==> src/rtl/fetch_queue.sv <==
// rtl/fetch_queue.sv - instruction fetch front end with predecode, BTFN prediction and a decoupling FIFO
module fetch_queue #(
    parameter int          DEPTH    = 4,
    parameter logic [31:0] RESET_PC = 32'h40000060,
    parameter bit          BTFN     = 1'b1
) (
    input  logic                      clk,
    input  logic                      rst,
    output logic [31:0]               instr_mem_address,
    output logic                      instr_read,
    input  logic                      instr_mem_resp,
    input  logic [31:0]               instr_mem_rdata,
    input  logic                      redirect,
    input  logic [31:0]               redirect_pc,
    output logic                      deq_valid,
    input  logic                      deq_ready,
    output logic [31:0]               deq_instr,
    output logic [31:0]               deq_pc,
    output logic                      deq_pred_taken,
    output logic [31:0]               deq_pred_target,
    output logic [$clog2(DEPTH):0]    count
);
    localparam int PW = $clog2(DEPTH);
    localparam int CW = PW + 1;
    localparam logic [CW-1:0] FULL_COUNT = CW'(DEPTH);

    localparam logic [6:0] OP_JAL  = 7'b1101111;
    localparam logic [6:0] OP_JALR = 7'b1100111;
    localparam logic [6:0] OP_BR   = 7'b1100011;

    typedef enum logic [2:0] {
        S_RESET,
        S_FETCH,
        S_FULL,
        S_DRAIN,
        S_HALT_JALR
    } state_t;

    typedef struct packed {
        logic [31:0] pc;
        logic [31:0] instr;
        logic        taken;
        logic [31:0] target;
    } entry_t;

    state_t          state_q, state_d;
    logic [31:0]     pc_q, pc_d;
    logic [31:0]     hold_q, hold_d;
    logic [PW-1:0]   wr_ptr_q, wr_ptr_d;
    logic [PW-1:0]   rd_ptr_q, rd_ptr_d;
    logic [CW-1:0]   count_q, count_d;
    entry_t          entries_q [DEPTH];
    entry_t          entries_d [DEPTH];

    logic [6:0]      opcode;
    logic [31:0]     j_imm;
    logic [31:0]     b_imm;
    logic            pred_taken;
    logic [31:0]     pred_target;
    logic            push;
    logic            pop;
    entry_t          head;

    always_comb begin
        opcode      = instr_mem_rdata[6:0];
        j_imm       = {{12{instr_mem_rdata[31]}}, instr_mem_rdata[19:12], instr_mem_rdata[20],
                       instr_mem_rdata[30:21], 1'b0};
        b_imm       = {{20{instr_mem_rdata[31]}}, instr_mem_rdata[7], instr_mem_rdata[30:25],
                       instr_mem_rdata[11:8], 1'b0};
        pred_taken  = 1'b0;
        pred_target = pc_q + 32'd4;
        if (opcode == OP_JAL) begin
            pred_taken  = 1'b1;
            pred_target = pc_q + j_imm;
        end else if (opcode == OP_BR && BTFN && b_imm[31]) begin
            pred_taken  = 1'b1;
            pred_target = pc_q + b_imm;
        end
    end

    // In DRAIN the abandoned request must stay on the bus until the cache answers it.
    always_comb begin
        instr_read        = (state_q == S_FETCH) || (state_q == S_DRAIN);
        instr_mem_address = (state_q == S_DRAIN) ? hold_q : pc_q;
        head              = entries_q[rd_ptr_q];
        deq_valid         = (count_q != '0) && !redirect;
        deq_instr         = head.instr;
        deq_pc            = head.pc;
        deq_pred_taken    = head.taken;
        deq_pred_target   = head.target;
        count             = count_q;
        pop               = deq_valid && deq_ready;
        push              = (state_q == S_FETCH) && instr_mem_resp && !redirect;
    end

    always_comb begin
        state_d   = state_q;
        pc_d      = pc_q;
        hold_d    = hold_q;
        wr_ptr_d  = wr_ptr_q;
        rd_ptr_d  = rd_ptr_q;
        count_d   = count_q;
        entries_d = entries_q;

        if (redirect) begin
            count_d  = '0;
            wr_ptr_d = '0;
            rd_ptr_d = '0;
            pc_d     = redirect_pc;
            if (state_q != S_DRAIN) begin
                hold_d = pc_q;
            end
            state_d = (instr_read && !instr_mem_resp) ? S_DRAIN : S_FETCH;
        end else begin
            if (push) begin
                entries_d[wr_ptr_q] = '{pc: pc_q, instr: instr_mem_rdata,
                                        taken: pred_taken, target: pred_target};
                wr_ptr_d = wr_ptr_q + PW'(1);
            end
            if (pop) begin
                rd_ptr_d = rd_ptr_q + PW'(1);
            end
            count_d = count_q + CW'(push) - CW'(pop);

            case (state_q)
                S_RESET: state_d = S_FETCH;
                S_FETCH: begin
                    if (instr_mem_resp) begin
                        pc_d = pred_target;
                        if (opcode == OP_JALR) begin
                            state_d = S_HALT_JALR;
                        end else if (count_d == FULL_COUNT) begin
                            state_d = S_FULL;
                        end
                    end
                end
                S_FULL: begin
                    if (count_q < FULL_COUNT) begin
                        state_d = S_FETCH;
                    end
                end
                S_DRAIN: begin
                    if (instr_mem_resp) begin
                        state_d = S_FETCH;
                    end
                end
                default: state_d = state_q;
            endcase
        end
    end

    always_ff @(posedge clk) begin
        if (rst) begin
            state_q  <= S_RESET;
            pc_q     <= RESET_PC;
            hold_q   <= RESET_PC;
            wr_ptr_q <= '0;
            rd_ptr_q <= '0;
            count_q  <= '0;
        end else begin
            state_q  <= state_d;
            pc_q     <= pc_d;
            hold_q   <= hold_d;
            wr_ptr_q <= wr_ptr_d;
            rd_ptr_q <= rd_ptr_d;
            count_q  <= count_d;
        end
        entries_q <= entries_d;
    end
endmodule
==> config.mk <==
export PLATFORM = sky130hd
export DESIGN_NAME = fetch_queue
export DESIGN_NICKNAME = d
export VERILOG_FILES = /design/src/rtl/fetch_queue.sv
export SDC_FILE = /design/constraint.sdc
export NUM_CORES = 1
export LEC_CHECK = 0
export ABC_CLOCK_PERIOD_IN_PS = 4400
export BUFFER_PORTS_ARGS = -buffer_cell sky130_fd_sc_hd__buf_4
export CAP_MARGIN = 40
export CORE_AREA = 2 2 202 204
export DETAILED_ROUTE_END_ITERATION = 8
export DIE_AREA = 0 0 204 206
export GPL_TIMING_DRIVEN = 0
export PLACE_DENSITY = 0.77
export SLEW_MARGIN = 20
export SYNTH_ARGS = -nofsm -noshare
export SYNTH_HDL_FRONTEND = slang
export SYNTH_SLANG_ARGS = --single-unit
==> constraint.sdc <==
create_clock -name clk -period 4.4 [get_ports clk]
set_clock_uncertainty 0.05 [all_clocks]
set_input_delay 0.22 -clock clk [delete_from_list [all_inputs] [get_ports clk]]
set_output_delay 0.22 -clock clk [all_outputs]
set_load 0.005 [all_outputs]
==> impl_metrics.yaml, run 1 <==
synth:
  synth_warnings: 0
  ys_types: 84
  synth_top_cell_by_area: "edfxtp_1"
  muxShareOfSynthArea_pct: 12.34
  seq_area_frac_synth_pct: 61.39
  synth_fa_ha_area_share_pct: 3.235
  synth_xor_area_share_pct: 2.272
  synth_top_family_by_area: "multiplexers"
  synth.area.top_cells: "edfxtp_1 (54%), mux4_2 (10%), dfxtp_1 (7.0%)"
  synth_seq_cells: 458
  syn_area_um2: 21200
  syn_nets: 1642
  synth_compound_area_share_pct: 9.798
  yosys.area_share.simple_pct: 8.777
  avgSynthCellArea_um2: 13.95
  synth_top_area_share_pct: 54.40
  async_reset_ff_share_pct: 0
  syn_inst: 1520
  synth_edf_count: 384
  synth_ff_type: "edfxtp_1"
layout:
  seqCellArea_um2: 13010
  final_area_um2: 25810
  n_fill_cell: 2904
  num_antenna_cells: 0
  layout-drive-gt1-share_pct: 24.95
  area.growth.synth_to_final_pct: 21.77
  final_net_count: 1973
  final_util_pct: 64.24
  final_common_cell: "edfxtp_1"
  multi_input_area_um2: 7759
  final_cell_mix: "edfxtp_1 (384), buf_4 (205), nand2_1 (162)"
run_status:
  status: "finished, final reports clean"
cts:
  insertion_delay_ns: 0.60
  cts-root-buf: "clkbuf_16"
  cts_buffer_depth: 3
  cts-htree-levels: 2
  numCtsBuffers: 45
  clk_pin_slew_ns: 0.06
  cts_setup_buffers: 0
  cts_tree: "done"
  cts.sinks: 458
power_and_ir_drop:
  power_frac_seq_pct: 50.1
  p_switching_w: 0.002356
  vdd_drop_max_mv: 0.5594
  p_clk_share_pct: 39.0
  cellLeakagePower_nw: 9.147
  intPower_w: 0.007425
  p_comb_share_pct: 11.0
  cellPowerDensity_nw_per_um2: 378.9
  sw_frac_of_total_pct: 24.09
timing:
  slew_headroom_pct: 33.05
  timing.fmax_mhz: 236.9
  post-route-period-util_pct: 95.92
  whs_ns: 0.05086
  rsz0062_at_grt: "false"
  tightest_slew_ns: 1.004
  finalSetupViolCount: 0
  post-route-min-period_ns: 4.221
  slew_viol_final: 0
  hold_viol: 0
route:
  drt_iter0_drc: 1655
  wl_per_cell_um: 24.82
  wirelength_um: 59960
  via_count: 14800
  ant_nets: 0
  via_per_inst: 6.126
  drc_errors: 0
  first_pass_iters: 6
critical_path:
  cpPeakStageDelay_ns: 0.70
  cp.required_ns: 4.85
  critPathLaunchType: "flop"
  path_buf_inv: 1
  critical_path_class: "reg -> reg"
  crit_path_top_delay_cell: "dfxtp_1"
  end_kind: "flop"
  cp_max_fo: 13
  cp_top_family: "compound AO/OA/AOI/OAI gates"
  cp_cell_sequence: "inv_1 -> fa_1 -> nor2b_1 -> o21ai_0 -> a21oi_1 -> o21ai_1 -> a2111oi_1 -> a31o_2 -> nor2_1 -> xor2_1 -> a221oi_4 -> nand2_1 -> a221oi_2"
  critPathArrivalTime_ns: 4.67
global_routing:
  antenna_found_initial: 0
  grt_max_degree: 44
  overflow: 0
  grt_pass1_vias: 14780
  grt_pass1_wl_um: 89820
  grtUsageTotal_pct: 28.84
floorplanning:
  start_util_pct: 52.75
  die_area_um2: 42020
  fp.dieW_um: 204
  io_pins: 203
  coreArea_um2: 40180
  row_count: 74
  die_y_um: 206
placement:
  port-buffer-count: 202
  post_dp_cell_area_um2: 23710
  hpwl_um: 42330
  place.gp.congestion: 0.9160
flow_run:
  maxCapViolations: 0
hold_path:
  hold_path.class: "in -> reg"
## per-stage QoR
stage	TNS (ns)	worst slack (ns)	total power [W]	cells
final	0	0.1795	0.009781	2416
after global routing	0	0.05752	0.01009	2416
after CTS	0	0.01334	0.009814	2415
after detailed placement	0	0.03265	0.005983	2271
after global placement	-827.00	-2.177	0.005958	2254
after floorplan	0	0.1070	0.005553	1520
## cell families after synthesis
family / Yosys count
AOI/OAI and AO/OA: 303
buffers and inverters: 118
xor gates and xnor gates: 55
muxes: 137
DFF: 458
and+or+nand+nor: 396
adders and majority gates: 53
## final timing paths
| check | start | end | slack [ns] | cells past startpoint |
|---|---|---|---|---|
| worst min register to register | hold_q[16] | hold_q[16] | 0.41 | 2 |
| worst max register to register | pc_q[2] | pc_q[23] | 0.18 | 13 |
| worst min-delay path | instr_mem_rdata[31] | entries_q[355] | 0.05 | 1 |
| worst max-delay path | pc_q[2] | pc_q[23] | 0.18 | 13 |
## sequential cells by signal, indices dropped and copies added (netlist names)
name	flops
rd_ptr_q	2
hold_q	32
count	3
entries_q	384
state_q	3
wr_ptr_q	2
pc_q	32
## metal layers
layer  wire length (µm)  global-route usage [%]  part of all wire (%)
met4               2404                   11.80                   4.0
met2              29090                   47.46                    49
met5                  0                       0                     0
met1              23730                   39.01                    40
met3               4730                   4.021                   7.9
## cell type report
| class | count | area share [%] |
|---|---|---|
| buffer | 86 | 1.338 |
| tap | 532 | 2.579 |
| timing repair buffer | 284 | 9.563 |
| sequential | 458 | 50.41 |
| clock buffer | 53 | 4.479 |
| multi-input combinational | 944 | 30.06 |
| inverter | 32 | 0.4653 |
| clock inverter | 27 | 1.110 |
## power by group through the flow
stage | clock network [W] | logic, W | registers (W)
after floorplan | 0 | 0.000614 | 0.00494
after global placement | 0 | 0.000974 | 0.00498
after detailed placement | 0 | 0.000999 | 0.00498
after CTS | 0.00387 | 0.00105 | 0.00489
after global routing | 0.00403 | 0.00116 | 0.00490
final | 0.00381 | 0.00107 | 0.00490
## cells in the mapped netlist (all sizes together) (32+ instances only)
cell / instances
dfxtp: 74
mux4: 96
mux2: 34
nor2: 103
nand2: 162
edfxtp: 384
clkbuf: 56
o21ai: 59
ha: 50
xnor2: 33
inv: 32
a21oi: 110
## repair_timing
action | CTS | global route
endpoints found under the hold margin | 157 | 0
endpoints found under the setup margin | 0 | 6
resized for setup | 0 | 2
hold buffers | 64 | 0
No activity file was read; power rests on OpenSTA's default activity.
==> inputs of run 2 (changes only) <==
--- a/config.mk
+++ b/config.mk
@@ -12,7 +12,9 @@
 export DETAILED_ROUTE_END_ITERATION = 8
 export DIE_AREA = 0 0 204 206
 export GPL_TIMING_DRIVEN = 0
+export HOLD_SLACK_MARGIN = 0.05
 export PLACE_DENSITY = 0.77
+export SETUP_SLACK_MARGIN = 0.4
 export SLEW_MARGIN = 20
 export SYNTH_ARGS = -nofsm -noshare
 export SYNTH_HDL_FRONTEND = slang
==> run 2 against run 1 <==
Net effect:
- cell area increased by 0.59%
- core utilization increased by 0.38 points
- first-iteration DRC count decreased by 12%
- worst hold slack improved by 0.051 ns
- sequential power about the same
- critical path depth decreased by 2
- fmax increased by 9.8%
- largest cell class unchanged
==> impl_metrics.yaml, run 2 (synthesis results as in run 1) <==
run_status:
  status: "finished, final reports clean"
layout:
  final_net_count: 1975
  num_antenna_cells: 0
  n_fill_cell: 2862
  largest_reg_flops: 384
  area.growth.synth_to_final_pct: 22.49
  final_common_cell: "edfxtp_1"
  layout-drive-gt1-share_pct: 25.66
  top_register: "entries_q"
  reg_top3: "entries_q x384, hold_q x32, pc_q x32"
  final_cell_mix: "edfxtp_1 (384), buf_4 (205), nand2_1 (162)"
  final_cells: 2422
cts:
  clk_pin_slew_ns: 0.06
  cts-root-buf: "clkbuf_16"
  cts-htree-levels: 2
  insertion_delay_ns: 0.61
  cts.sinks: 458
  numCtsBuffers: 45
  cts_buffer_depth: 3
  cts_tree: "done"
floorplanning:
  coreArea_um2: 40180
  die_y_um: 206
  fp.dieW_um: 204
  row_count: 74
  die_area_um2: 42020
  io_pins: 203
  start_util_pct: 52.75
placement:
  place_ws_ns: 0.2125
  place.gp.congestion: 0.9229
  placedCellCount: 2271
  port-buffer-count: 202
  hpwl_um: 41220
global_routing:
  grt_pass1_vias: 14580
  antenna_found_initial: 0
  overflow: 0
  grt_max_degree: 46
  grtUsageTotal_pct: 28.14
  grt_pass1_wl_um: 87620
timing:
  post-route-period-util_pct: 87.40
  hold_viol: 0
  finalSetupViolCount: 0
  post-route-min-period_ns: 3.846
  slew_viol_final: 0
  rsz0062_at_grt: "false"
  slew_headroom_pct: 28.00
  timing.fmax_mhz: 260.0
  tightest_slew_ns: 1.080
  fin_ws_ns: 0.5544
critical_path:
  crit_path_top_delay_cell: "dfxtp_1"
  reg2reg_depth: 11
  crit_top_cell: "a311oi_2"
  critical_path_class: "reg -> reg"
  cp-startpoint: "pc_q[5]"
  critPathLaunchType: "flop"
  critPathArrivalTime_ns: 4.13
  cp.required_ns: 4.69
  cp_max_fo: 11
  cp_cell_sequence: "ha_1 -> nor2b_1 -> a311oi_2 -> o21a_4 -> o31ai_4 -> a221oi_2 -> o211ai_2 -> a311oi_2 -> xnor2_1 -> nor2_1 -> a21oi_1"
  reg2reg_setup_slack_ns: 0.55
  end_kind: "flop"
  cpPeakStageDelay_ns: 0.65
  r2r_end: "entries_q[315]"
  r2r-start: "pc_q[5]"
route:
  wl_per_cell_um: 24.37
  via_count: 14780
  ant_nets: 0
  first_pass_iters: 6
  drt_iter0_drc: 1460
  drc_errors: 0
  via_per_inst: 6.102
  wirelength_um: 59030
hold_path:
  holdPathEnd: "rd_ptr_q[0]"
  hold_depth: 4
  hold_path.class: "in -> reg"
  min-delay-start: "deq_ready"
flow_run:
  maxCapViolations: 0
power_and_ir_drop:
  cellPowerDensity_nw_per_um2: 382.4
  vdd_drop_max_mv: 0.3096
  cellLeakagePower_nw: 9.218
-- run 2: layout make-up --
cell class                 count  area [µm²]  share of cell area, %
buffer                        86       345.3                  1.330
clock buffer                  65        1304                  5.021
clock inverter                19       240.2                 0.9252
inverter                      32       120.1                 0.4626
multi-input combinational    944        7766                  29.91
sequential                   458       13020                  50.14
tap                          532       665.6                  2.564
timing repair buffer         286        2505                  9.647
-- run 2: timing repair --
item / 4_1_cts / 5_1_grt
hold buffers: 65 / 0
pin swaps: 0 / 0
gates resized for setup: 3 / 7
endpoints found under the hold margin: 162 / 0
setup buffers: 0 / 0
endpoints found under the setup margin: 11 / 29
-- run 2: report_power, final --
group	internal, W	switching (W)	total, W
registers	0.00479	0.000100	0.00489
clock network	0.00232	0.00165	0.00397
logic	0.000448	0.000618	0.00107
-- run 2: how the worst max path moves through the flow --
stage,endpoint,slack [ns]
6_report,entries_q[315],0.55
5_1_grt,pc_q[23],0.44
3_3_place_gp,entries_q[133],-0.17
4_1_cts,pc_q[23],0.46
2_1_floorplan,entries_q[100],1.19
3_5_place_dp,pc_q[23],0.21
-- run 2: through the flow --
stage / power, W / area [µm²] / hold slack, ns / util, % / setup TNS [ns]
final: 0.009929 / 25960 / 0.1019 / 64.62 / 0
after global routing: 0.01021 / 25960 / 0.1560 / 64.62 / 0
after CTS: 0.009946 / 25920 / 0.06839 / 64.51 / 0
after detailed placement: 0.005969 / 23720 / 0.3823 / 59.02 / 0
after global placement: 0.005937 / 23380 / 0.3791 / 58.20 / -55.29
after floorplan: 0.005551 / 21200 / 0.2689 / - / 0
-- run 2: metal layers --
| metal | vias up | global-route usage, % | part of all wire, % |
|---|---|---|---|
| li1 | 6529 | - | - |
| met1 | 7384 | 37.31 | 40 |
| met2 | 722 | 46.20 | 48 |
| met4 | 0 | 10.53 | 3.8 |
| met3 | 144 | 5.771 | 8.2 |
| met5 | - | 0 | 0 |
-- run 2: critical path, delay by kind of cell, from the launching register on --
| family | cells | cell delay, ns |
|---|---|---|
| flops | 1 | 0.65 |
| compound gates | 7 | 2.03 |
| xor+xnor | 1 | 0.21 |
| fa+ha+maj | 1 | 0.41 |
| simple gates | 2 | 0.25 |
==> inputs of run 3 (changes only) <==
--- a/config.mk
+++ b/config.mk
@@ -6,7 +6,7 @@
 export NUM_CORES = 1
 export LEC_CHECK = 0
 export ABC_CLOCK_PERIOD_IN_PS = 4400
-export BUFFER_PORTS_ARGS = -buffer_cell sky130_fd_sc_hd__buf_4
+export BUFFER_PORTS_ARGS = -buffer_cell sky130_fd_sc_hd__buf_2
 export CAP_MARGIN = 40
 export CORE_AREA = 2 2 202 204
 export DETAILED_ROUTE_END_ITERATION = 8
==> run 3 against run 2 <==
Net effect:
- count of clock-buffer cells in the layout down 9
- clock power is 5% higher
- final cell count up 0.12%
- sequential share of layout area rose by 0.88 points
- global-route usage up 0.52 points
- fmax up 0.81%
- core utilization down 1.1 points
- critical path depth grew 2
- first-iteration DRC count shrank 3.1%
- worst hold slack gained 0.023 ns
- largest cell class unchanged
- die area stayed put
- critical path type unchanged
- register-to-register slack improved by 0.03 ns
==> impl_metrics.yaml, run 3 (synthesis results as in run 1) <==
global_routing:
  grtUsageTotal_pct: 28.66
  grt_pass1_vias: 14630
  grt_max_degree: 45
  antenna_found_initial: 3
  grt_pass1_wl_um: 89330
  overflow: 0
power_and_ir_drop:
  vdd_drop_max_mv: 0.3128
  cellLeakagePower_nw: 9.079
  cellPowerDensity_nw_per_um2: 394.6
  power.total_w: 0.01007
critical_path:
  critPathArrivalTime_ns: 4.29
  r2r-start: "pc_q[2]"
  cp_max_fo: 13
  end_kind: "flop"
  r2r_end: "pc_q[29]"
  reg2reg_depth: 13
  cp.required_ns: 4.87
  critical_path_class: "reg -> reg"
  reg2reg_setup_slack_ns: 0.59
  critPathLaunchType: "flop"
timing:
  post-route-min-period_ns: 3.815
  timing.fmax_mhz: 262.1
  hold_viol: 0
  tightest_slew_ns: 0.9603
  post-route-period-util_pct: 86.70
  finalSetupViolCount: 0
  slew_headroom_pct: 35.98
  rsz0062_at_grt: "false"
  slew_viol_final: 0
  fin_ws_ns: 0.5852
cts:
  cts_buffer_depth: 3
  insertion_delay_ns: 0.60
  numCtsBuffers: 46
  cts-root-buf: "clkbuf_16"
  clk_pin_slew_ns: 0.06
  cts_tree: "done"
  cts-htree-levels: 2
  cts.sinks: 458
layout:
  final_common_cell: "edfxtp_1"
  area.growth.synth_to_final_pct: 20.39
  largest_reg_flops: 384
  final_area_um2: 25520
  layout-drive-gt1-share_pct: 25.70
  final_cells: 2425
  seqCellArea_um2: 13020
  final_net_count: 1975
  multi_input_area_um2: 7765
  n_fill_cell: 2927
  top_register: "entries_q"
  reg_top3: "entries_q x384, hold_q x32, pc_q x32"
  final_cell_mix: "edfxtp_1 (384), buf_2 (211), nand2_1 (162)"
placement:
  port-buffer-count: 202
  place.gp.congestion: 0.9303
  placedCellCount: 2273
  place_ws_ns: 0.4080
  hpwl_um: 42040
  post_dp_cell_area_um2: 23220
hold_path:
  hold_path.class: "in -> reg"
  min-delay-start: "deq_ready"
  hold_depth: 4
  holdPathEnd: "rd_ptr_q[0]"
run_status:
  status: "finished, final reports clean"
route:
  wl_per_cell_um: 24.76
  drt_iter0_drc: 1415
  drc_errors: 0
  first_pass_iters: 7
  wirelength_um: 60050
  ant_nets: 0
  via_count: 14830
  via_per_inst: 6.114
floorplanning:
  fp.dieW_um: 204
  die_y_um: 206
  io_pins: 203
  coreArea_um2: 40180
  die_area_um2: 42020
  row_count: 74
  start_util_pct: 52.75
flow_run:
  maxCapViolations: 0
-- run 3: cell type report --
type	instances	area share [%]
diodes	2	0.01961
plain buffers	86	1.353
clock buffers	56	4.697
clock inverters	30	1.647
inverters	32	0.4707
multi-input cells	944	30.43
flip-flops and latches	458	51.02
well taps	532	2.608
repair buffers	285	7.752
-- run 3: worst max path at each step --
stage,to,startpoint,slack (ns)
after CTS,pc_q[23],pc_q[1],0.43
after floorplan,entries_q[100],state_q[0],1.19
final,pc_q[29],pc_q[2],0.59
after global routing,pc_q[29],pc_q[2],0.42
after detailed placement,pc_q[23],pc_q[2],0.41
after global placement,entries_q[133],state_q[0],-0.20
-- run 3: worst max-delay path, stage by stage (launching register included) --
cell	delay (ns)
dfxtp_2	0.51
inv_1	0.21
fa_1	0.46
nor2b_1	0.15
o21ai_0	0.14
a21oi_1	0.24
o21ai_1	0.18
a21oi_2	0.30
a41o_1	0.36
nand4_1	0.15
mux2_2	0.32
a21oi_2	0.33
nand2_1	0.12
a221oi_2	0.23
-- run 3: metal layers --
layer  share of wire [%]  GRT usage, %  vias up  routed length [µm]
met3                 8.5         5.944      110                5080
li1                    -             -     6549                   -
met4                 3.2         9.912        2                1912
met1                  40         38.41     7452               23970
met5               0.022             0        -                  13
met2                  48         46.88      714               29070
-- run 3: through the flow --
| step | hold slack (ns) | setup TNS (ns) | util (%) |
|---|---|---|---|
| floorplan | 0.2689 | 0 | - |
| global placement | 0.3899 | -66.53 | 56.94 |
| detailed placement | 0.3959 | 0 | 57.79 |
| CTS | 0.07574 | 0 | 63.41 |
| global route | 0.1559 | 0 | 63.49 |
| finish | 0.1248 | 0 | 63.51 |
-- run 3: power breakdown --
group	internal, W	leakage [nW]	total [W]	switching (W)
clock network	0.00249	0.778	0.00415	0.00165
logic	0.000403	4.18	0.00103	0.000624
registers	0.00480	4.12	0.00490	0.000103
total	0.00769	9.08	0.0101	0.00238
-- run 3: what timing repair did --
| action | in CTS | in global routing |
|---|---|---|
| gates resized for setup | 1 | 9 |
| hold endpoints to repair | 158 | 0 |
| hold buffers | 64 | 0 |
| endpoints found under the setup margin | 1 | 16 |
| setup buffers | 0 | 0 |
